[src/rtl/output_module_if.sv]
// Bundle for output_module: CPU store side plus the four device-facing output buses.
// master = CPU/devices side, slave = the port block.
interface output_module_if #(
    parameter int WIDTH = 8
);
    logic             we;
    logic [1:0]       sel_port;
    logic [WIDTH-1:0] wdata;
    logic             clr_ovf;
    logic [3:0]       full;
    logic             stall;
    logic [3:0]       ovf;

    logic [WIDTH-1:0] out_p0;
    logic [WIDTH-1:0] out_p1;
    logic [WIDTH-1:0] out_p2;
    logic [WIDTH-1:0] out_p3;
    logic             valid_p0;
    logic             valid_p1;
    logic             valid_p2;
    logic             valid_p3;
    logic             ack_p0;
    logic             ack_p1;
    logic             ack_p2;
    logic             ack_p3;

    modport master (
        output we, sel_port, wdata, clr_ovf,
        output ack_p0, ack_p1, ack_p2, ack_p3,
        input  full, stall, ovf,
        input  out_p0, out_p1, out_p2, out_p3,
        input  valid_p0, valid_p1, valid_p2, valid_p3
    );

    modport slave (
        input  we, sel_port, wdata, clr_ovf,
        input  ack_p0, ack_p1, ack_p2, ack_p3,
        output full, stall, ovf,
        output out_p0, out_p1, out_p2, out_p3,
        output valid_p0, valid_p1, valid_p2, valid_p3
    );
endinterface

[src/rtl/output_module.sv]
// Four CPU output ports, each a DEPTH-entry FIFO whose head is presented through a
// registered out/valid pair and consumed by the device with ack.
module output_module #(
    parameter int WIDTH = 8,
    parameter int DEPTH = 2
) (
    input  logic           clk,
    input  logic           reset,
    output_module_if.slave bus
);
    localparam int PW = $clog2(DEPTH);
    localparam int CW = PW + 1;

    typedef logic [PW-1:0] ptr_t;
    typedef logic [CW-1:0] cnt_t;

    localparam cnt_t CNT_FULL = cnt_t'(DEPTH);
    localparam cnt_t CNT_TWO  = cnt_t'(2);

    logic [WIDTH-1:0] mem_q    [4][DEPTH];
    logic [WIDTH-1:0] mem_d    [4][DEPTH];
    ptr_t             rd_ptr_q [4];
    ptr_t             rd_ptr_d [4];
    ptr_t             wr_ptr_q [4];
    ptr_t             wr_ptr_d [4];
    cnt_t             count_q  [4];
    cnt_t             count_d  [4];
    logic [WIDTH-1:0] out_q    [4];
    logic [WIDTH-1:0] out_d    [4];
    logic [3:0]       valid_q, valid_d;
    logic [3:0]       full_q,  full_d;
    logic [3:0]       ovf_q,   ovf_d;

    logic [3:0] ack;
    logic [3:0] sel_hit;
    logic [3:0] wr_en;
    logic [3:0] drop;
    logic [3:0] pop;

    // full is the registered flag, so a pop on the same edge never frees room for a write
    always_comb begin
        ack = {bus.ack_p3, bus.ack_p2, bus.ack_p1, bus.ack_p0};
        sel_hit = '0;
        wr_en   = '0;
        drop    = '0;
        pop     = '0;
        for (int unsigned n = 0; n < 4; n++) begin
            sel_hit[n] = bus.we && (bus.sel_port == 2'(n));
            wr_en[n]   = sel_hit[n] && !full_q[n];
            drop[n]    = sel_hit[n] && full_q[n];
            pop[n]     = valid_q[n] && ack[n];
        end
    end

    always_comb begin
        mem_d    = mem_q;
        rd_ptr_d = rd_ptr_q;
        wr_ptr_d = wr_ptr_q;
        count_d  = count_q;
        out_d    = out_q;
        valid_d  = valid_q;
        full_d   = full_q;
        for (int unsigned n = 0; n < 4; n++) begin
            if (wr_en[n]) begin
                mem_d[n][wr_ptr_q[n]] = bus.wdata;
                wr_ptr_d[n]           = wr_ptr_q[n] + 1'b1;
            end
            if (pop[n]) begin
                rd_ptr_d[n] = rd_ptr_q[n] + 1'b1;
            end

            unique case ({wr_en[n], pop[n]})
                2'b10:   count_d[n] = count_q[n] + 1'b1;
                2'b01:   count_d[n] = count_q[n] - 1'b1;
                default: count_d[n] = count_q[n];
            endcase

            // Head register: next stored entry on pop, bypass wdata when the FIFO is (becoming) empty
            if (pop[n]) begin
                if (count_q[n] >= CNT_TWO) begin
                    out_d[n] = mem_q[n][rd_ptr_d[n]];
                end else if (wr_en[n]) begin
                    out_d[n] = bus.wdata;
                end
            end else if (wr_en[n] && (count_q[n] == '0)) begin
                out_d[n] = bus.wdata;
            end

            valid_d[n] = (count_d[n] != '0);
            full_d[n]  = (count_d[n] == CNT_FULL);
        end
        ovf_d = drop | (ovf_q & ~{4{bus.clr_ovf}});
    end

    always_ff @(posedge clk or posedge reset) begin
        if (reset) begin
            mem_q    <= '{default: '0};
            rd_ptr_q <= '{default: '0};
            wr_ptr_q <= '{default: '0};
            count_q  <= '{default: '0};
            out_q    <= '{default: '0};
            valid_q  <= '0;
            full_q   <= '0;
            ovf_q    <= '0;
        end else begin
            mem_q    <= mem_d;
            rd_ptr_q <= rd_ptr_d;
            wr_ptr_q <= wr_ptr_d;
            count_q  <= count_d;
            out_q    <= out_d;
            valid_q  <= valid_d;
            full_q   <= full_d;
            ovf_q    <= ovf_d;
        end
    end

    assign bus.stall    = bus.we & full_q[bus.sel_port];
    assign bus.full     = full_q;
    assign bus.ovf      = ovf_q;
    assign bus.out_p0   = out_q[0];
    assign bus.out_p1   = out_q[1];
    assign bus.out_p2   = out_q[2];
    assign bus.out_p3   = out_q[3];
    assign bus.valid_p0 = valid_q[0];
    assign bus.valid_p1 = valid_q[1];
    assign bus.valid_p2 = valid_q[2];
    assign bus.valid_p3 = valid_q[3];
endmodule

[src/flat_wrapper.sv]
// flat-port wrapper written by rule: the top's interface ports become plain ports
module output_module_flat 
#(
    parameter int WIDTH = 8,
    parameter int DEPTH = 2
)
  (clk, reset, bus_we, bus_sel_port, bus_wdata, bus_clr_ovf, bus_ack_p0, bus_ack_p1, bus_ack_p2, bus_ack_p3, bus_full, bus_stall, bus_ovf, bus_out_p0, bus_out_p1, bus_out_p2, bus_out_p3, bus_valid_p0, bus_valid_p1, bus_valid_p2, bus_valid_p3);
  output_module_if #(.WIDTH(WIDTH)) bus_i ();
  input  logic clk;
  input  logic reset;
  input wire logic [$bits(bus_i.we)-1:0] bus_we;
  input wire logic [$bits(bus_i.sel_port)-1:0] bus_sel_port;
  input wire logic [$bits(bus_i.wdata)-1:0] bus_wdata;
  input wire logic [$bits(bus_i.clr_ovf)-1:0] bus_clr_ovf;
  input wire logic [$bits(bus_i.ack_p0)-1:0] bus_ack_p0;
  input wire logic [$bits(bus_i.ack_p1)-1:0] bus_ack_p1;
  input wire logic [$bits(bus_i.ack_p2)-1:0] bus_ack_p2;
  input wire logic [$bits(bus_i.ack_p3)-1:0] bus_ack_p3;
  output wire logic [$bits(bus_i.full)-1:0] bus_full;
  output wire logic [$bits(bus_i.stall)-1:0] bus_stall;
  output wire logic [$bits(bus_i.ovf)-1:0] bus_ovf;
  output wire logic [$bits(bus_i.out_p0)-1:0] bus_out_p0;
  output wire logic [$bits(bus_i.out_p1)-1:0] bus_out_p1;
  output wire logic [$bits(bus_i.out_p2)-1:0] bus_out_p2;
  output wire logic [$bits(bus_i.out_p3)-1:0] bus_out_p3;
  output wire logic [$bits(bus_i.valid_p0)-1:0] bus_valid_p0;
  output wire logic [$bits(bus_i.valid_p1)-1:0] bus_valid_p1;
  output wire logic [$bits(bus_i.valid_p2)-1:0] bus_valid_p2;
  output wire logic [$bits(bus_i.valid_p3)-1:0] bus_valid_p3;
  assign bus_i.we = bus_we;
  assign bus_i.sel_port = bus_sel_port;
  assign bus_i.wdata = bus_wdata;
  assign bus_i.clr_ovf = bus_clr_ovf;
  assign bus_i.ack_p0 = bus_ack_p0;
  assign bus_i.ack_p1 = bus_ack_p1;
  assign bus_i.ack_p2 = bus_ack_p2;
  assign bus_i.ack_p3 = bus_ack_p3;
  assign bus_full = bus_i.full;
  assign bus_stall = bus_i.stall;
  assign bus_ovf = bus_i.ovf;
  assign bus_out_p0 = bus_i.out_p0;
  assign bus_out_p1 = bus_i.out_p1;
  assign bus_out_p2 = bus_i.out_p2;
  assign bus_out_p3 = bus_i.out_p3;
  assign bus_valid_p0 = bus_i.valid_p0;
  assign bus_valid_p1 = bus_i.valid_p1;
  assign bus_valid_p2 = bus_i.valid_p2;
  assign bus_valid_p3 = bus_i.valid_p3;
  output_module #(.WIDTH(WIDTH), .DEPTH(DEPTH)) u_core (.clk(clk), .reset(reset), .bus(bus_i));
endmodule
[config.mk]
export PLATFORM = sky130hd
export DESIGN_NAME = output_module_flat
export DESIGN_NICKNAME = d
export VERILOG_FILES = /design/src/rtl/output_module_if.sv /design/src/rtl/output_module.sv /design/src/flat_wrapper.sv
export SDC_FILE = /design/constraint.sdc
export NUM_CORES = 1
export LEC_CHECK = 0
export ABC_AREA = 1
export CAP_MARGIN = 10
export CORE_MARGIN = 2
export CORE_UTILIZATION = 50
export DETAILED_ROUTE_END_ITERATION = 8
export HOLD_SLACK_MARGIN = 0.1
export PLACE_DENSITY = 0.75
export SLEW_MARGIN = 20
export SYNTH_ARGS = -nofsm -noshare
export SYNTH_HDL_FRONTEND = slang
export SYNTH_SLANG_ARGS = --single-unit
export TNS_END_PERCENT = 1
[constraint.sdc]
create_clock -name clk -period 4.04 [get_ports clk]
set_clock_uncertainty 0.1 [all_clocks]
set_input_delay 0.606 -clock clk [delete_from_list [all_inputs] [get_ports clk]]
set_output_delay 0.606 -clock clk [all_outputs]
set_load 0.01 [all_outputs]
# After elaboration in Yosys (flattened, before gate mapping)

Index checks and enable logic that the tools add are counted.

Output and inout bits: 45
Register bits after elaboration: 124
Word-level logic and storage cells: 186
Input port bits: 18

Mux-type cells: 50
Reduce and logical (&&, ||, !) cells: 45
Bitwise operators: 12
Eq/ne operators: 19
$lt $le $gt $ge: 17
Add/subtract/negate cells: 16

Operator list:

| operator              | count |
|---|---|
| $mux W8               | 32 |
| $bwmux W16            | 4 |
| $demux W8 S1          | 4 |
| $ge A2 B2 Y1 const B  | 12 |
| $logic_and A1 B1 Y1   | 24 |
| $eq A2 B2 Y1 const B  | 10 |
| $not A1 Y2            | 8 |
| $pmux W2 S2           | 4 |
| $reduce_bool A2 Y1    | 8 |
| $ne A3 B2 Y1 const B  | 4 |
| $eq A2 B1 Y1 const B  | 5 |
| $logic_not A2 Y1      | 5 |
| $add A1 B1 Y1 const B | 8 |
| $add A2 B1 Y2 const B | 4 |
| $lt A2 B1 Y1 const B  | 4 |
| $reduce_and A2 Y1     | 4 |
| $sub A2 B1 Y2 const B | 4 |
| $mux W1               | 5 |
| $and A4 B4 Y4         | 1 |
| $logic_not A1 Y1      | 4 |
| $not A4 Y4            | 1 |
| $or A4 B4 Y4          | 1 |
| $lt A2 B3 Y1 const B  | 1 |
| $bmux W1 S2           | 1 |
| $and A1 B1 Y1         | 1 |

# Depth between registers and ports, before layout

Gate-level depths: netlist of the first run.

Word-level depth: 8
Depth in mapped cells: 9
Mapped depth without buffers: 9

# Least setup slack after synthesis of the first run

OpenSTA, ideal clock, no wires.

Kind: input port to flip-flop
Start: input port bus_sel_port[0]
End: register u_core.full_q[0] (netlist: u_core.bus.full[0])
Required time: 3.868 ns
Path slack: 2.094 ns
Arrival: 1.774 ns
Path buffers: 0
Cell stages on the path: 8
Library setup time: 0.072 ns
Cell sequence: nor2_1 nand3b_2 ha_1 or2_2 nand2_1 xor2_1 inv_1 nor2_1

RTL lines:

| what                 | line                 | text |
|---|---|---|
| start, declared      | flat_wrapper.sv:12   | `input wire logic [$bits(bus_i.sel_port)-1:0] bus_sel_port;` |
| end signal, assigned | output_module.sv:112 | `full_q <= full_d;` |
| end, declared        | output_module.sv:31  | `logic [3:0] full_q, full_d;` |

# Worst setup path in the final report of the first run

Start: input port bus_we
End: output port bus_stall

Cells in the longest elaborated chain, start to end: 1

RTL lines:

| what            | line                 | text |
|---|---|---|
| start, declared | flat_wrapper.sv:11   | `input wire logic [$bits(bus_i.we)-1:0] bus_we;` |
| $and A1 B1 Y1   | output_module.sv:117 | `assign bus.stall = bus.we & full_q[bus.sel_port];` |
| end, declared   | flat_wrapper.sv:20   | `output wire logic [$bits(bus_i.stall)-1:0] bus_stall;` |

No other way between the ends.

==> results.md, run 1 <==
- Status: finished, final reports clean
- Worst reg-to-reg path cell count: 8
- Hold Slack: 0.381 ns
- CP endpoint kind: primary output
- Antenna violations before repair: 0
- Min Clock Period, post-route: 2.97 ns
- Synth top cells by count: nand2_1 (201), dfrtp_1 (124), inv_1 (73), nand3_1 (65), nor2_1 (58)
- Slew margin rel.: 0.474
- Filler Cell Count: 938
- Flops & latches, synth: 124
- Crit share post-route: 0.735
- Post-synth top flop: dfrtp_1
- DRC viols: 0
- Top Ports: 63
- Syn nets: 704
- Critical path's top delay family: buffers and inverters
- Placer Congestion: 0.808
- Cell variety after synth: 30
- Slew Limit Fails: 0
- Max IR drop VDD: 0.393 mV
- Critical R2R Launch: u_core.bus.full[3]$_DFF_PP0_
- Seq/Total Area, Yosys: 0.544
- Die X-Extent: 111 um
- Post-synth EDFFs: 0
- Tightest Hold Check Type: flop to flop
- Hold path start: u_core.bus.out_p3[7]$_DFFE_PP0P_
- Pre-antenna DRT Iters: 7
- Nets: 772
- Worst reg2reg path endpoint: u_core.bus.full[3]$_DFF_PP0_
- Cell count after synthesis: 682
- Count leader, synth: nand2_1
- CP max FO: 7
- Avg Cell Area, Syn: 8.36 um^2
- First-pass GRT wire length: 23000 um
- Crit path cell chain: clkdlybuf4s50_1 > nand2_1 > nor2_2 > nand2_1 > nand4_1 > clkdlybuf4s50_1
- Area contributors post-synth: dfrtp_1 (54%), nand2_1 (13%), nand3_1 (5.7%), inv_1 (4.8%), nor2_1 (3.8%)
- Detail Route Antenna Nets: 0
- R2R Setup Slk: 2.09 ns
- Initial Utilization: 0.506
- Startpoint Class: input pin
- Mapped cell area: 5700 um^2
- Setup TNS: 0 ns
- Yosys top cell area share: 0.544
- I/O Buffers: 62
- Logic pwr share: 0.362
- Clk sink count: 124
- Clock slew at reported path FFs: 0.05 ns
- CORE AREA: 11300 um^2
- CP max stage delay: 0.62 ns
- Clk pwr share: 0.266
- Post CTS Setup Buffer Count: 0
- Critical-path top delay cell: clkdlybuf4s50_1
- Vias: 4825
- Antenna diodes: 0
- Hold path endpoint: u_core.bus.out_p3[7]$_DFFE_PP0P_
- Row count: 39
- Peak Freq: 0.337 GHz
- RSZ-0062 raised after global routing: false
- WP buf/inv: 2
- Worst-margin pin slew: 0.789 ns
- Count of final hold-check violations: 0
- Total Routing Usage GR: 0.235
- Vias in the first global route: 4777
- Tot Pwr: 5.92 mW
- P_sw: 2.09 mW
- # H-tree levels: 4
- Critical path class: input pin to primary output
- Grt ovf: 0
- Critical path arrival: 2.26 ns
- Die ar.: 12300 um^2
- Share of synthesized registers carrying an async set or reset: 1.00
- Post-route cell area: 7050 um^2
- Hold path depth: 2
- Avg Vias per Cell: 5.33
- Routed wire length per instance: 15.0 um
- Total CTS buffers: 17
- Internal power: 3.83 mW
- Max cap viols: 0
- CTS tree: done
- Power density over the cells: 840 nW/um^2
- Final setup violation count: 0
- Leak: 3.41 nW
- Sequential share of power: 0.372
- Initial DRC count: 340
- Synth Warn #: 0
- Area Overhead vs Synth: 23.6%
- Clk root buf: clkbuf_16
- Pin count of the biggest net entering global routing: 65
- Chip height: 111 um
- Switching Share: 0.353
- Cts repair resizes: 0
- CP Data Required Time: 3.33 ns
- Cts hold-fix bufs: 0
- Skew-Pair Late Insertion Delay: 0.41 ns
- Clock Tree Buf Depth: 2
- Ratio of cells with drive above 1 in the final layout: 0.0801
- Cell taking the most area after synthesis: dfrtp_1
- Drt total wl: 13600 um
- Detailed placer's ending HPWL: 9160 um
- DP Area: 6440 um^2
## cells in the final DEF, fill, tap and decap left out, drive strengths merged, types with 5 or more instances in the layout
cell           count
nand3             65
xor2               5
inv               75
clkbuf            23
or2                9
nor2              66
clkdlybuf4s50     62
dfrtp            124
o21a              17
a21oi             18
o21ai             63
nand2            204
clkinv             6
## final cells by class
cell class              count  area, um^2  area share
flip-flops and latches    124        3100       0.440
multi-input cells         466        2220       0.315
repair buffers             64         648      0.0919
clock buffers              23         468      0.0664
inverters                  77         292      0.0413
well taps                 143         179      0.0254
clock inverters             8         140      0.0199
## logic make-up after synthesis
group | Yosys count | share of synthesized area
xor+xnor | 9 | 0.0138
compound gates | 103 | 0.107
buf+inv | 92 | 0.0665
fa+ha+maj | 4 | 0.00877
simple gates | 350 | 0.260
flops | 124 | 0.544
## power by group through the flow
stage | Combinational (mW) | Clock, mW | Sequential, mW
2_1_floorplan | 1.33 | 0 | 2.21
3_3_place_gp | 2.05 | 0 | 2.19
3_5_place_dp | 2.12 | 0 | 2.21
4_1_cts | 2.15 | 1.59 | 2.20
5_1_grt | 2.42 | 1.65 | 2.28
6_report | 2.14 | 1.57 | 2.21
## worst max-delay path by stage
stage,start,endpoint,slack (ns),depth (start not counted)
global route,bus_we,bus_stall,0.97,6
detailed placement,bus_we,bus_stall,1.10,6
global placement,bus_we,bus_stall,1.12,6
finish,bus_we,bus_stall,1.07,6
floorplan,reset,u_core.bus.full[0]$_DFF_PP0_,0.03,1
CTS,bus_we,bus_stall,1.08,6
## flip-flops by register name, summed over array words and instances, names as in the netlist
name / flops
u_core.mem_q: 64
u_core.bus.out_p0: 8
u_core.bus.out_p1: 8
u_core.bus.out_p2: 8
u_core.bus.out_p3: 8
u_core.count_q: 8
u_core.bus.full: 4
u_core.bus.ovf: 4
u_core.rd_ptr_q: 4
u_core.valid_q: 4
u_core.wr_ptr_q: 4
## routing by layer
layer  wire length (um)  global-route usage
met5                  0                   0
met2               6370               0.373
met3                794              0.0547
met4                326              0.0933
met1               6060               0.314
## through the flow
step	util	worst slack [ns]	instances
2_1_floorplan	-	0.0348	682
3_3_place_gp	0.572	1.12	874
3_5_place_dp	0.572	1.10	874
4_1_cts	0.626	1.08	905
5_1_grt	0.626	0.975	905
6_report	0.626	1.07	905
## worst reg2reg max path, cell delays in order (launching register included)
cell and delay [ns]:
dfrtp_1 0.43, inv_1 0.10, nand4_1 0.22, ha_1 0.42, a21oi_1 0.18, nand2_1 0.09
xor2_1 0.18, inv_1 0.08, nor2_1 0.08
(Power assumes the default switching activity.)
==> run 2: changes to the inputs <==
==> constraint.sdc (replaced) <==
create_clock -name clk -period 2.7 [get_ports clk]
set_clock_uncertainty 0.1 [all_clocks]
set_input_delay 0.405 -clock clk [delete_from_list [all_inputs] [get_ports clk]]
set_output_delay 0.405 -clock clk [all_outputs]
set_load 0.01 [all_outputs]
==> run 2 against run 1 <==
Non-clock buffer count up 8. Hold slack got worse by 0.13 ns. Final area is 1.9% higher. Sequential share of layout area decreased by 0.82 points. Core utilization grew 1.2 points. Register-to-register slack got worse by 1.3 ns. Flip-flop and latch count unchanged. Global-route usage grew 0.79 points. Setup slack got worse by 0.93 ns. Sequential power up 50%. First-iteration DRC count down 2.6%. Wire length is 3.4% higher.
==> results.md, run 2 (same netlist as run 1, synthesis figures left out) <==
- Initial DRC count: 331 (-2.6%)
- Nets: 780 (+1.0%)
- Setup TNS: 0 ns (unchanged)
- Ratio of cells with drive above 1 in the final layout: 0.0947 (+0.0146)
- Peak Freq: 0.390 GHz
- Pre-antenna DRT Iters: 8 (+1)
- Grt ovf: 0 (unchanged)
- Logic pwr share: 0.355 (-0.007)
- Slew Limit Fails: 0 (unchanged)
- Antenna diodes: 0 (unchanged)
- First-pass GRT wire length: 23400 um (+2.0%)
- CP Data Required Time: 2.19 ns (-1.14 ns)
- Critical path's top delay family: buffers and inverters
- Clk root buf: clkbuf_16
- Avg Vias per Cell: 5.25 (-1.5%)
- Worst-margin pin slew: 0.747 ns (-0.0416 ns)
- Final cell count without fillers: 914 (+0.99%)
- Critical path class: input pin to primary output
- Skew-Pair Late Insertion Delay: 0.42 ns (about the same)
- Crit path depth: 5 (-1)
- Biggest register: u_core.mem_q
- Crit path cell chain: clkdlybuf4s50_1 > nor2_1 > nand3_1 > nand4_1 > clkdlybuf4s50_1
- Row count: 39 (unchanged)
- I/O Buffers: 62 (unchanged)
- Critical-path top delay cell: clkdlybuf4s50_1
- # H-tree levels: 4 (unchanged)
- Antenna violations before repair: 0 (unchanged)
- Most common cell after layout, fill and taps aside: nand2_1
- Vias in the first global route: 4755 (-0.46%)
- Vias: 4799 (-0.54%)
- Number of flip-flops in the largest register: 64 (unchanged)
- Max cap viols: 0 (unchanged)
- Final setup violation count: 0 (unchanged)
- Clock Tree Buf Depth: 2 (unchanged)
- Filler Cell Count: 904 (-3.6%)
- Hold Slack: 0.247 ns (-0.134 ns)
- Tightest Hold Check Type: input pin to asynchronous set/reset pin
- Area Overhead vs Synth: 26.0%
- P_sw: 3.18 mW (+52%)
- RSZ-0062 raised after global routing: false
- CORE AREA: 11300 um^2 (unchanged)
- CP most frequent cell: clkdlybuf4s50_1
- Status: finished, final reports clean
- Count of final hold-check violations: 0 (unchanged)
- Detailed placer's ending HPWL: 9430 um (+3.0%)
- Total CTS buffers: 17 (unchanged)
- WP buf/inv: 2 (unchanged)
- Routed wire length per instance: 15.3 um (+2.4%)
- Worst reg-to-reg path cell count: 8 (unchanged)
- Most frequent cells in the layout: nand2_1 (201), dfrtp_1 (124), inv_1 (72)
- Crit share post-route: 0.949
- CTS tree: done
- Initial Utilization: 0.506 (unchanged)
- Cts repair resizes: 0 (unchanged)
- Power density over the cells: 1260 nW/um^2 (+51%)
- Drt total wl: 14000 um (+3.4%)
- Internal power: 5.91 mW (+54%)
- Die X-Extent: 111 um (unchanged)
- Chip height: 111 um (unchanged)
- Sequential share of power: 0.364 (-0.008)
- Slew margin rel.: 0.502 (+0.0277)
- Placer Congestion: 0.836 (+3.5%)
- CP endpoint kind: primary output
- DRC viols: 0 (unchanged)
- Leak: 3.47 nW (+1.8%)
- CP max FO: 6 (-1)
- Min Clock Period, post-route: 2.56 ns
- Total Routing Usage GR: 0.243 (+0.00795)
- CP max stage delay: 0.58 ns (-0.04 ns)
- Clk sink count: 124 (unchanged)
- Clk pwr share: 0.281 (+0.015)
- Startpoint Class: input pin
- Post CTS Setup Buffer Count: 0 (unchanged)
- Clock slew at reported path FFs: 0.05 ns (about the same)
- Pin count of the biggest net entering global routing: 59 (-9.2%)
- Critical path arrival: 2.06 ns (-0.20 ns)
- Switching Share: 0.350 (-0.00329)
- Die ar.: 12300 um^2 (unchanged)
- Cells after DPL: 882 (+0.92%)
- Max IR drop VDD: 0.813 mV (+110%)
- Top Ports: 63 (unchanged)
- Detail Route Antenna Nets: 0 (unchanged)
- Cts hold-fix bufs: 0 (unchanged)
run 2: cell count changes in the layout (fill, tap and decap cells not counted), sizes merged:
cell	previous run	this run
clkbuf	23	22
clkinvlp	0	3
bufinv	4	5
buf	2	10
clkinv	6	4
run 2: power by group through the flow:
stage	clock network (mW)	registers [mW]	logic [mW]
2_1_floorplan	0	3.31	2.00
3_3_place_gp	0	3.28	3.11
3_5_place_dp	0	3.31	3.21
4_1_cts	2.57	3.30	3.24
5_1_grt	2.66	3.41	3.64
6_report	2.55	3.31	3.23
run 2: metal layers:
layer / global-route usage / part of all wire / vias to the layer above
li1: - / - / 2322
met1: 0.332 / 0.46 / 2314
met2: 0.371 / 0.46 / 129
met3: 0.0514 / 0.051 / 34
met4: 0.120 / 0.029 / 0
met5: 0 / 0 / -
run 2: layout make-up:
type	instances	area, um^2	share of cell area
inverter	77	293	0.0407
multi-input combinational	466	2220	0.309
sequential	124	3100	0.432
clock buffer	22	484	0.0674
clock inverter	10	184	0.0256
timing repair buffer	72	721	0.100
tap	143	179	0.0249
run 2: path summary, 6_finish.rpt:
check                                                 start                          endpoint  slack [ns]
max in group asynchronous                             reset  u_core.bus.out_p1[7]$_DFFE_PP0P_        1.63
min                                                   reset  u_core.bus.out_p3[2]$_DFFE_PP0P_        0.25
min reg2reg                u_core.bus.out_p0[1]$_DFFE_PP0P_  u_core.bus.out_p0[1]$_DFFE_PP0P_        0.38
max                                         bus_sel_port[0]                         bus_stall        0.14
max reg2reg                    u_core.bus.full[3]$_DFF_PP0_      u_core.bus.full[3]$_DFF_PP0_        0.83
min in group clk           u_core.bus.out_p0[1]$_DFFE_PP0P_  u_core.bus.out_p0[1]$_DFFE_PP0P_        0.38
run 2: through the flow:
step,area [um^2],setup WS [ns],power (mW),util
global route,7190,0.0315,9.71,0.637
floorplan,5710,0.670,5.30,-
CTS,7190,0.173,9.12,0.637
global placement,6520,0.207,6.39,0.578
finish,7190,0.139,9.09,0.637
detailed placement,6520,0.174,6.52,0.578
==> run 3: changes to the inputs <==
--- a/config.mk
+++ b/config.mk
@@ -6,7 +6,7 @@
 export NUM_CORES = 1
 export LEC_CHECK = 0
 export ABC_AREA = 1
-export CAP_MARGIN = 10
+export CAP_MARGIN = 20
 export CORE_MARGIN = 2
 export CORE_UTILIZATION = 50
 export DETAILED_ROUTE_END_ITERATION = 8
==> results of run 3 <==
No change in the layout: final DEF, timing and power equal those of run 2.
